**config.mk**
```make
export PLATFORM = sky130hd
export DESIGN_NAME = gray_code_counter
export DESIGN_NICKNAME = d
export VERILOG_FILES = /design/src/rtl/gray_code_counter.sv
export SDC_FILE = /design/constraint.sdc
export NUM_CORES = 1
export LEC_CHECK = 0
export BUFFER_PORTS_ARGS = -buffer_cell sky130_fd_sc_hd__buf_2
export CORE_AREA = 2 2 39 41
export CTS_CLUSTER_SIZE = 14
export DETAILED_ROUTE_END_ITERATION = 16
export DIE_AREA = 0 0 41 43
export PLACE_DENSITY = 0.69
export REMOVE_ABC_BUFFERS = 1
export SLEW_MARGIN = 20
export SYNTH_ARGS = -nofsm -noshare
export SYNTH_HDL_FRONTEND = slang
export SYNTH_SLANG_ARGS = --single-unit
```
**constraint.sdc**
```tcl
create_clock -name clk -period 2.6 [get_ports clk]
set_clock_uncertainty 0.2 [all_clocks]
set_input_delay 0.39 -clock clk [delete_from_list [all_inputs] [get_ports clk]]
set_output_delay 0.39 -clock clk [all_outputs]
set_load 0.005 [all_outputs]
```
**src/rtl/gray_code_counter.sv**
```systemverilog
`default_nettype none
// ============================================================================
//  Module      : gray_code_counter
//  Description : Registered up/down binary counter with a registered Gray-code
//                output aligned to the same edge. It also produces one-cycle
//                wrap and changed pulses.
//  Revision    : 1.0 - initial release
// ============================================================================
module gray_code_counter #(
  parameter int WIDTH = 4
) (
  input  logic             clk,
  input  logic             rst_n,
  input  logic             en,
  input  logic             up_dn,
  input  logic             load,
  input  logic [WIDTH-1:0] load_val,
  output logic [WIDTH-1:0] bin_out,
  output logic [WIDTH-1:0] gray_out,
  output logic             wrap,
  output logic             changed
);

  localparam logic [WIDTH-1:0] c_zero = '0;
  localparam logic [WIDTH-1:0] c_one  = WIDTH'(1);
  localparam logic [WIDTH-1:0] c_max  = '1;

  logic [WIDTH-1:0] r_bin;
  logic [WIDTH-1:0] r_gray;
  logic             r_wrap;
  logic             r_changed;

  logic [WIDTH-1:0] w_bin_next;
  logic [WIDTH-1:0] w_gray_next;
  logic             w_wrap_next;
  logic             w_changed_next;

  // Next-count selection: load beats enable, enable beats hold.
  // Both wrap directions come from ordinary modular arithmetic.
  always_comb begin
    w_bin_next     = r_bin;
    w_wrap_next    = 1'b0;
    w_changed_next = 1'b0;
    if (load) begin
      w_bin_next     = load_val;
      w_changed_next = (load_val != r_bin);
    end else if (en) begin
      w_changed_next = 1'b1;
      if (up_dn) begin
        w_bin_next  = r_bin + c_one;
        w_wrap_next = (r_bin == c_max);
      end else begin
        w_bin_next  = r_bin - c_one;
        w_wrap_next = (r_bin == c_zero);
      end
    end
  end

  // Gray encoding is taken from the next binary value.
  // The two registered codes therefore never disagree.
  assign w_gray_next = w_bin_next ^ (w_bin_next >> 1);

  // Count, code and pulse registers with asynchronous clear.
  always_ff @(posedge clk or negedge rst_n) begin
    if (!rst_n) begin
      r_bin     <= c_zero;
      r_gray    <= c_zero;
      r_wrap    <= 1'b0;
      r_changed <= 1'b0;
    end else begin
      r_bin     <= w_bin_next;
      r_gray    <= w_gray_next;
      r_wrap    <= w_wrap_next;
      r_changed <= w_changed_next;
    end
  end

  assign bin_out  = r_bin;
  assign gray_out = r_gray;
  assign wrap     = r_wrap;
  assign changed  = r_changed;

endmodule
`default_nettype wire
```
# Yosys cells after proc, flatten, opt, wreduce, memory -nomap -nowiden
# Index checks and enable logic that the tools add are counted.
dict set report totals {
  inputBits 9
  output_inout_bits 10
  wordCells 18
  reg_bits 10
}
dict set report op_classes {
  muxes 8
  n_bitwise 1
  eq_ne 2
  n_addsub 2
  reduce_logical 1
}
# op n
set op_table {}
lappend op_table {{two-way mux 4 bit} 3}
lappend op_table {{two-way mux 1 bit} 5}
lappend op_table {{adder 4 x 1 -> 4 bit (second input constant)} 1}
lappend op_table {{== test 4 bit (second input constant)} 1}
lappend op_table {{logical NOT 4 bit} 1}
lappend op_table {{!= test 4 bit} 1}
lappend op_table {{subtractor 4 x 1 -> 4 bit (second input constant)} 1}
lappend op_table {{XOR 4 x 3 -> 4 bit} 1}

# Longest topological paths before layout
# Gate-level depths: netlist of the first run.
dict set report logic_depth {
  ltp_word 5
  mapped_depth 7
  mapped_depth_nobuf 7
}

# Worst setup path after synthesis of the first run
# No wires, ideal clock.
dict set report synth_path {
  path_type {reg-to-reg}
  start {reg r_bin[0], in the netlist bin_out[0]}
  end {reg r_gray[0], in the netlist gray_out[0]}
  arrival_time_ps 1421
  path_buffers 0
  path_slack_ps 848
  period_less_slack_ps 1752
  setup_time_ps 131
  stages_incl_launch_ff 6
  path_cell_list {dfrtp_1 fa_1 mux2i_1 nor2_1 a21oi_1 xnor2_1}
}
dict set report synth_between {
  elab_chain_cells 5
}
# item line_no
set synth_rtl {}
lappend synth_rtl {{from (decl)} 28} ;# logic [WIDTH-1:0] r_bin;
lappend synth_rtl {{from (signal assigned)} 66} ;# r_bin <= c_zero;
lappend synth_rtl {{from (signal assigned)} 71} ;# r_bin <= w_bin_next;
lappend synth_rtl {{subtractor 4 x 1 -> 4 bit / adder 4 x 1 -> 4 bit (equally long branches)} {53, 50}}
lappend synth_rtl {{two-way mux 4 bit} 49} ;# if (up_dn) begin
lappend synth_rtl {{two-way mux 4 bit (*)} 47} ;# end else if (en) begin
lappend synth_rtl {{two-way mux 4 bit (*)} 44} ;# if (load) begin
lappend synth_rtl {{XOR 4 x 3 -> 4 bit (*)} 61} ;# assign w_gray_next = w_bin_next ^ (w_bin_next >> 1);
lappend synth_rtl {{via w_gray_next[0]} 34} ;# logic [WIDTH-1:0] w_gray_next;
lappend synth_rtl {{to (signal assigned)} 67} ;# r_gray <= c_zero;
lappend synth_rtl {{to (signal assigned)} 72} ;# r_gray <= w_gray_next;
lappend synth_rtl {{to (decl)} 29} ;# logic [WIDTH-1:0] r_gray;
# The timed path passes the listed nets; every way through them passes the cells marked *.

# Final worst setup path of the first run
dict set report layout_path {
  start {reg r_bin[0], in the netlist bin_out[0]}
  end {reg r_gray[1], in the netlist gray_out[1]}
}
dict set report layout_between {
  elab_chain_cells 5
}
# item line_no
set layout_rtl {}
lappend layout_rtl {{subtractor 4 x 1 -> 4 bit / adder 4 x 1 -> 4 bit (equally long branches)} {53, 50}}
lappend layout_rtl {{two-way mux 4 bit (*)} 49}
lappend layout_rtl {{two-way mux 4 bit (*)} 47}
lappend layout_rtl {{two-way mux 4 bit (*)} 44}
lappend layout_rtl {{XOR 4 x 3 -> 4 bit (*)} 61}
lappend layout_rtl {{via w_gray_next[1]} 34}
# Marked as above.

==> results of run 1 <==
==> state kept, by name, summed over array words and instances, names as in the netlist <==
register / cells
bin_out: 4
gray_out: 3
wrap: 1
changed: 1
==> routing by layer <==
metal / up-vias / GRT usage [%] / share of wire [%]
li1: 206 / - / -
met5: - / 0 / 0
met4: 0 / 10.00 / 2.0
met1: 204 / 17.55 / 39
met2: 13 / 26.88 / 53
met3: 4 / 4.712 / 5.6
==> power by group through the flow <==
stage / sequential [mW] / clock (mW) / combinational, mW
after detailed placement: 0.190 / 0 / 0.134
after CTS: 0.187 / 0.114 / 0.136
final: 0.187 / 0.112 / 0.133
after global placement: 0.189 / 0 / 0.129
after global routing: 0.192 / 0.125 / 0.154
after floorplan: 0.191 / 0 / 0.0765
==> critical path, stage by stage, from the launching register on <==
cell     delay (ns)
dfrtp_1        0.51
fa_1           0.47
mux2i_1        0.14
nor2_1         0.05
a21oi_1        0.28
xnor2_1        0.17
==> kinds of logic after synthesis <==
family	Yosys count	share of synthesized area, %
xor gates and xnor gates	11	19.81
and+or+nand+nor	11	10.03
AOI/OAI and AO/OA	10	12.89
DFF	9	42.96
buffers and inverters	4	3.819
adders and majority gates	3	8.591
muxes	1	1.909
==> metrics by stage <==
step | hold slack (ns) | power, mW
2_1_floorplan | -0.1056 | 0.2674
3_3_place_gp | 0.04658 | 0.3181
3_5_place_dp | 0.05340 | 0.3235
4_1_cts | 0.2109 | 0.4377
5_1_grt | 0.2246 | 0.4710
6_report | 0.2134 | 0.4320
==> final cells by class <==
| type | count | area share (%) |
|---|---|---|
| multi-input cells | 36 | 42.40 |
| inverters | 2 | 1.141 |
| well taps | 16 | 3.042 |
| repair buffers | 19 | 15.21 |
| flip-flops and latches | 9 | 34.22 |
| clock buffers | 4 | 3.992 |
==> synth_stat cells, drive strengths merged <==
cell type,count
dfrtp,9
xor2,6
xnor2,5
nor2,4
o21ai,4
a21oi,3
nand2,3
buf,2
ha,2
inv,2
a21o,1
a22oi,1
a31oi,1
and3,1
fa,1
mux2i,1
nand2b,1
nor4,1
or4,1
==> worst paths after layout <==
check                              end  slack [ns]  cells after the start
setup / recovery           gray_out[1]        0.69                      5
hold / removal              bin_out[2]        0.21                      3
setup reg to reg           gray_out[1]        0.69                      5
hold reg to reg                   wrap        0.52                      2
max in group asynchronous   bin_out[2]        1.72                      2
min in group asynchronous   bin_out[3]        0.30                      2
==> flow_metrics.env, run 1 <==
export IMPL_status="finished clean"
export IMPL_fillers=142
export IMPL_antenna_left=0
export IMPL_min_from="load_val[2]"
export IMPL_drc=0
export IMPL_final_hold_viol_count=0
export IMPL_track_usage_pct=16.51
export IMPL_yosys_register_bits=9
export IMPL_cp_required_ns=2.58
export IMPL_combPwrFrac_pct=30.8
export IMPL_nNetsFinal=83
export IMPL_die_y_um=43
export IMPL_grt_max_degree=11
export IMPL_numClockSinks=9
export IMPL_p_sw_share_pct=32.44
export IMPL_critical_path_startpoint="bin_out[0]"
export IMPL_fin_util_pct=47.56
export IMPL_p_int_uw=291.9
export IMPL_cts_hold_buf=1
export IMPL_final_cell_mix="buf_2 (18), dfrtp_1 (9), xnor2_1 (5), xor2_1 (5), nor2_1 (4)"
export IMPL_reg2reg_from="bin_out[0]"
export IMPL_final_common_cell="buf_2"
export IMPL_final_period_utilization_pct=73.36
export IMPL_multi_input_area_sq_um=279.0
export IMPL_ctsResizeCount=0
export IMPL_gp_congestion=0.7679
export IMPL_grt_setup_unrepaired="false"
export IMPL_p_switching_uw=140.1
export IMPL_die_area_sq_um=1763
export IMPL_synth_top_area_share_pct=42.96
export IMPL_crit_fanout=7
export IMPL_wl_per_cell_um=12.71
export IMPL_yosysWarningCount=0
export IMPL_pwr_share_clk_pct=25.8
export IMPL_cts_max_level=1
export IMPL_end_kind="flop"
export IMPL_clk_path_buf_depth=2
export IMPL_cp_arrival_ns=1.89
export IMPL_area_growth_pct=25.54
export IMPL_seq_area_frac_synth_pct=42.96
export IMPL_max_freq_ghz=0.5243
export IMPL_critPathKind="reg -> reg"
export IMPL_min_period_ns=1.907
export IMPL_setup_viol=0
export IMPL_slew_headroom_pct=78.13
export IMPL_postSynthAreaPerCell_sq_um=10.70
export IMPL_grt_pass1_wl_um=1856
export IMPL_core_area_sq_um=1384
export IMPL_final_setup_worst_slack_ns=0.6926
export IMPL_drive_gt1_share_pct=35.71
export IMPL_ys_types=24
export IMPL_synthTopCellsByArea="dfrtp_1 (43%), xnor2_1 (8.4%), xor2_1 (8.4%)"
export IMPL_vias=427
export IMPL_clk_pin_slew_ns=0.06
export IMPL_power_leakage_nw=0.3261
export IMPL_dp_slack_ns=0.5406
export IMPL_grt_pass1_vias=432
export IMPL_start_util_pct=37.88
export IMPL_seqCellArea_sq_um=225.2
export IMPL_maxCapViolations=0
export IMPL_powerDensity_nw_per_um2=656.4
export IMPL_ir_drop_v=0.0002910
export IMPL_min_path_type="in -> reg"
export IMPL_clock_latency_ns=0.27
export IMPL_routed_via_density=4.965
export IMPL_post_cts_setup_buffers=0
export IMPL_worst_pin_slew_ns=0.3280
export IMPL_place_area_sq_um=621.8
export IMPL_grt_overflow_total=0
export IMPL_start_kind="flop"
export IMPL_rows=14
export IMPL_drv_slew=0
export IMPL_syn_inst=49
export IMPL_numPortBuffers=18
export IMPL_antenna_found_initial=0
export IMPL_clockRootBuffer="clkbuf_4"
export IMPL_die_x_um=41
export IMPL_antenna_cells=0
export IMPL_yosysTopAreaCell="dfrtp_1"
export IMPL_drt_wl_total_um=1093
export IMPL_hpwl_um=804.3
export IMPL_dpl_cell_count=81
export IMPL_fin_cells=86
export IMPL_fin_tns_setup_ns=0
export IMPL_final_cell_area_sq_um=658.1
export IMPL_cts_buffers=3
export IMPL_sequentialPowerShare_pct=43.3
export IMPL_ioPinCount=19
export IMPL_cts_tree="built"
export IMPL_first_pass_iters=4
export IMPL_syn_area_sq_um=524.3
export IMPL_drt_iter0_markers=12
No activity file was read; power rests on OpenSTA's default activity.
==> run 2, diff against run 1 <==
--- a/config.mk
+++ b/config.mk
@@ -5,12 +5,13 @@
 export SDC_FILE = /design/constraint.sdc
 export NUM_CORES = 1
 export LEC_CHECK = 0
+export ABC_AREA = 1
 export BUFFER_PORTS_ARGS = -buffer_cell sky130_fd_sc_hd__buf_2
-export CORE_AREA = 2 2 39 41
+export CORE_MARGIN = 2
+export CORE_UTILIZATION = 42
 export CTS_CLUSTER_SIZE = 14
 export DETAILED_ROUTE_END_ITERATION = 16
-export DIE_AREA = 0 0 41 43
-export PLACE_DENSITY = 0.69
+export PLACE_DENSITY = 0.74
 export REMOVE_ABC_BUFFERS = 1
 export SLEW_MARGIN = 20
 export SYNTH_ARGS = -nofsm -noshare
==> constraint.sdc (replaced) <==
create_clock -name clk -period 1.65 [get_ports clk]
set_clock_uncertainty 0.2 [all_clocks]
set_input_delay 0.2475 -clock clk [delete_from_list [all_inputs] [get_ports clk]]
set_output_delay 0.2475 -clock clk [all_outputs]
set_load 0.005 [all_outputs]
==> run 2 against run 1 <==
The flow now finishes with violations (setup timing); cell area up 22%; final cell count up 33%; non-clock buffer count is 9 higher; routed wire length rose by 20%.
==> flow_metrics.env, run 2 <==
export IMPL_track_usage_pct=19.61
export IMPL_drt_iter0_markers=2
export IMPL_critPathKind="reg -> reg"
export IMPL_fillers=118
export IMPL_critPathSlowestCell="fa_1"
export IMPL_cp_arrival_ns=1.63
export IMPL_ys_flop_type="dfrtp_1"
export IMPL_max_freq_ghz=0.5917
export IMPL_synth_top_area_share_pct=40.00
export IMPL_worst_pin_slew_ns=0.2397
export IMPL_ir_drop_v=0.0005206
export IMPL_grt_pass1_wl_um=2083
export IMPL_grt_setup_unrepaired="true"
export IMPL_clock_latency_ns=0.26
export IMPL_wl_per_cell_um=11.52
export IMPL_grt_max_degree=10
export IMPL_start_util_pct=44.38
export IMPL_seq_area_frac_synth_pct=40.00
export IMPL_status="finished, violations left"
export IMPL_drt_wl_total_um=1313
export IMPL_cts_buffers=3
export IMPL_fin_util_pct=63.12
export IMPL_final_hold_viol_count=0
export IMPL_final_cell_mix="buf_2 (18), nand2_1 (15), dfrtp_1 (9)"
export IMPL_violations="setup timing"
export IMPL_min_period_ns=1.690
export IMPL_final_common_cell="buf_2"
export IMPL_clk_pin_slew_ns=0.06
export IMPL_min_path_type="in -> reg"
export IMPL_routed_via_density=4.807
export IMPL_drc=0
export IMPL_crit_top_cell="nand2_1"
export IMPL_hpwl_um=995.7
export IMPL_gp_congestion=0.7566
export IMPL_core_area_sq_um=1269
export IMPL_start_kind="flop"
export IMPL_setup_viol=2
export IMPL_synthTopCellsByArea="dfrtp_1 (40%), nand2_1 (12%), xor2_1 (6.2%)"
export IMPL_antenna_cells=0
export IMPL_slew_headroom_pct=84.02
export IMPL_synth_most_common_cell="nand2_1"
export IMPL_grt_pass1_vias=500
export IMPL_clk_path_buf_depth=2
export IMPL_synth_common_cells="nand2_1 (18), dfrtp_1 (9), inv_1 (6)"
export IMPL_syn_area_sq_um=563.0
export IMPL_drive_gt1_share_pct=43.43
export IMPL_syn_inst=68
export IMPL_ys_types=21
export IMPL_max_stage_delay_ns=0.49
export IMPL_numPortBuffers=18
export IMPL_drv_slew=0
export IMPL_rows=13
export IMPL_yosysTopAreaCell="dfrtp_1"
export IMPL_cp_cell_sequence="fa_1, nand2_1, nand2_1, nand2_1, o21a_2, xor2_1"
export IMPL_dpl_cell_count=107
export IMPL_area_growth_pct=42.22
export IMPL_power_leakage_nw=0.4241
export IMPL_final_period_utilization_pct=102.4
export IMPL_vias=548
export IMPL_largest_register_ffs=4
export IMPL_numClockSinks=9
export IMPL_grt_overflow_total=0
export IMPL_maxCapViolations=0
export IMPL_antenna_found_initial=0
export IMPL_cts_tree="built"
export IMPL_crit_fanout=3
export IMPL_die_x_um=40.62
export IMPL_end_kind="flop"
export IMPL_die_y_um=40.62
export IMPL_final_setup_worst_slack_ns=-0.04009
export IMPL_yosysWarningCount=0
export IMPL_first_pass_iters=2
export IMPL_clockRootBuffer="clkbuf_4"
export IMPL_ioPinCount=19
export IMPL_nNetsFinal=112
export IMPL_fin_cells=114
export IMPL_fin_tns_setup_ns=-0.06356
export IMPL_antenna_left=0
export IMPL_yosys_register_bits=9
export IMPL_postSynthAreaPerCell_sq_um=8.280
export IMPL_die_area_sq_um=1650
export IMPL_cp_required_ns=1.59
export IMPL_synth_edf_count=0
export IMPL_async_flop_share_pct=100.0
export IMPL_cts_max_level=1
export IMPL_powerDensity_nw_per_um2=882.7
[run 2: cell type report]
cell class / count / area, sq um / area share, %
inverter: 10 / 37.54 / 4.688
timing repair buffer: 28 / 171.4 / 21.41
tap: 15 / 18.77 / 2.344
clock buffer: 4 / 26.28 / 3.281
multi-input combinational: 48 / 321.6 / 40.16
sequential: 9 / 225.2 / 28.13
[run 2: stage by stage]
step / power (mW) / setup slack (ns) / hold slack, ns / instance area [sq um]
final: 0.7069 / -0.04009 / 0.04618 / 800.8
after global routing: 0.7644 / -0.1015 / 0.06991 / 800.8
after CTS: 0.6994 / -0.03731 / 0.04713 / 784.5
after detailed placement: 0.5110 / -0.08582 / -0.09302 / 716.9
after global placement: 0.5056 / -0.06145 / -0.09742 / 716.9
after floorplan: 0.4036 / -0.06462 / -0.2481 / 555.5
[run 2: path summary, 6_finish.rpt]
kind | start | endpoint | slack [ns] | cells past startpoint
max | bin_out[1] | gray_out[1] | -0.04 | 6
min | load_val[0] | bin_out[0] | 0.05 | 3
max reg2reg | bin_out[1] | gray_out[1] | -0.04 | 6
min reg2reg | bin_out[2] | wrap | 0.55 | 4
max in group asynchronous | rst_n | gray_out[2] | 0.92 | 2
min in group asynchronous | rst_n | gray_out[0] | 0.16 | 2
[run 2: where the power goes]
part	internal [mW]	leakage, nW	switching (mW)
Sequential	0.253	0.106	0.0198
Clock	0.0932	0.0150	0.0765
Combinational	0.131	0.304	0.133
Total	0.477	0.424	0.230
[run 2: cells by family after synthesis]
| family | after synthesis | share of synthesized area, % |
|---|---|---|
| AOI/OAI and AO/OA | 9 | 10.45 |
| xor gates and xnor gates | 7 | 10.89 |
| adders and majority gates | 3 | 7.999 |
| buffers and inverters | 11 | 7.999 |
| DFF | 9 | 40.00 |
| muxes | 1 | 1.778 |
| and+or+nand+nor | 28 | 20.89 |
[run 2: layer usage]
metal | vias to the layer above | routed length (um) | global-route usage, %
li1 | 279 | - | -
met1 | 252 | 546 | 21.21
met2 | 14 | 692 | 33.73
met3 | 3 | 62 | 9.239
met4 | 0 | 11 | 5.833
met5 | - | 0 | 0
[run 2: worst max-delay path: cells and delay by family (launching register included)]
family,cells,cell delay (ns)
xor gates and xnor gates,1,0.16
AOI/OAI and AO/OA,1,0.14
DFF,1,0.42
adders and majority gates,1,0.49
and+or+nand+nor,3,0.16
[run 2: what timing repair did]
item | in CTS | in global routing
gates resized for setup | 2 | 5
buffers inserted | 2 | 0
setup endpoints to repair | 3 | 5
pin swaps | 5 | 2
hold buffers | 1 | 0
endpoints found under the hold margin | 9 | 0
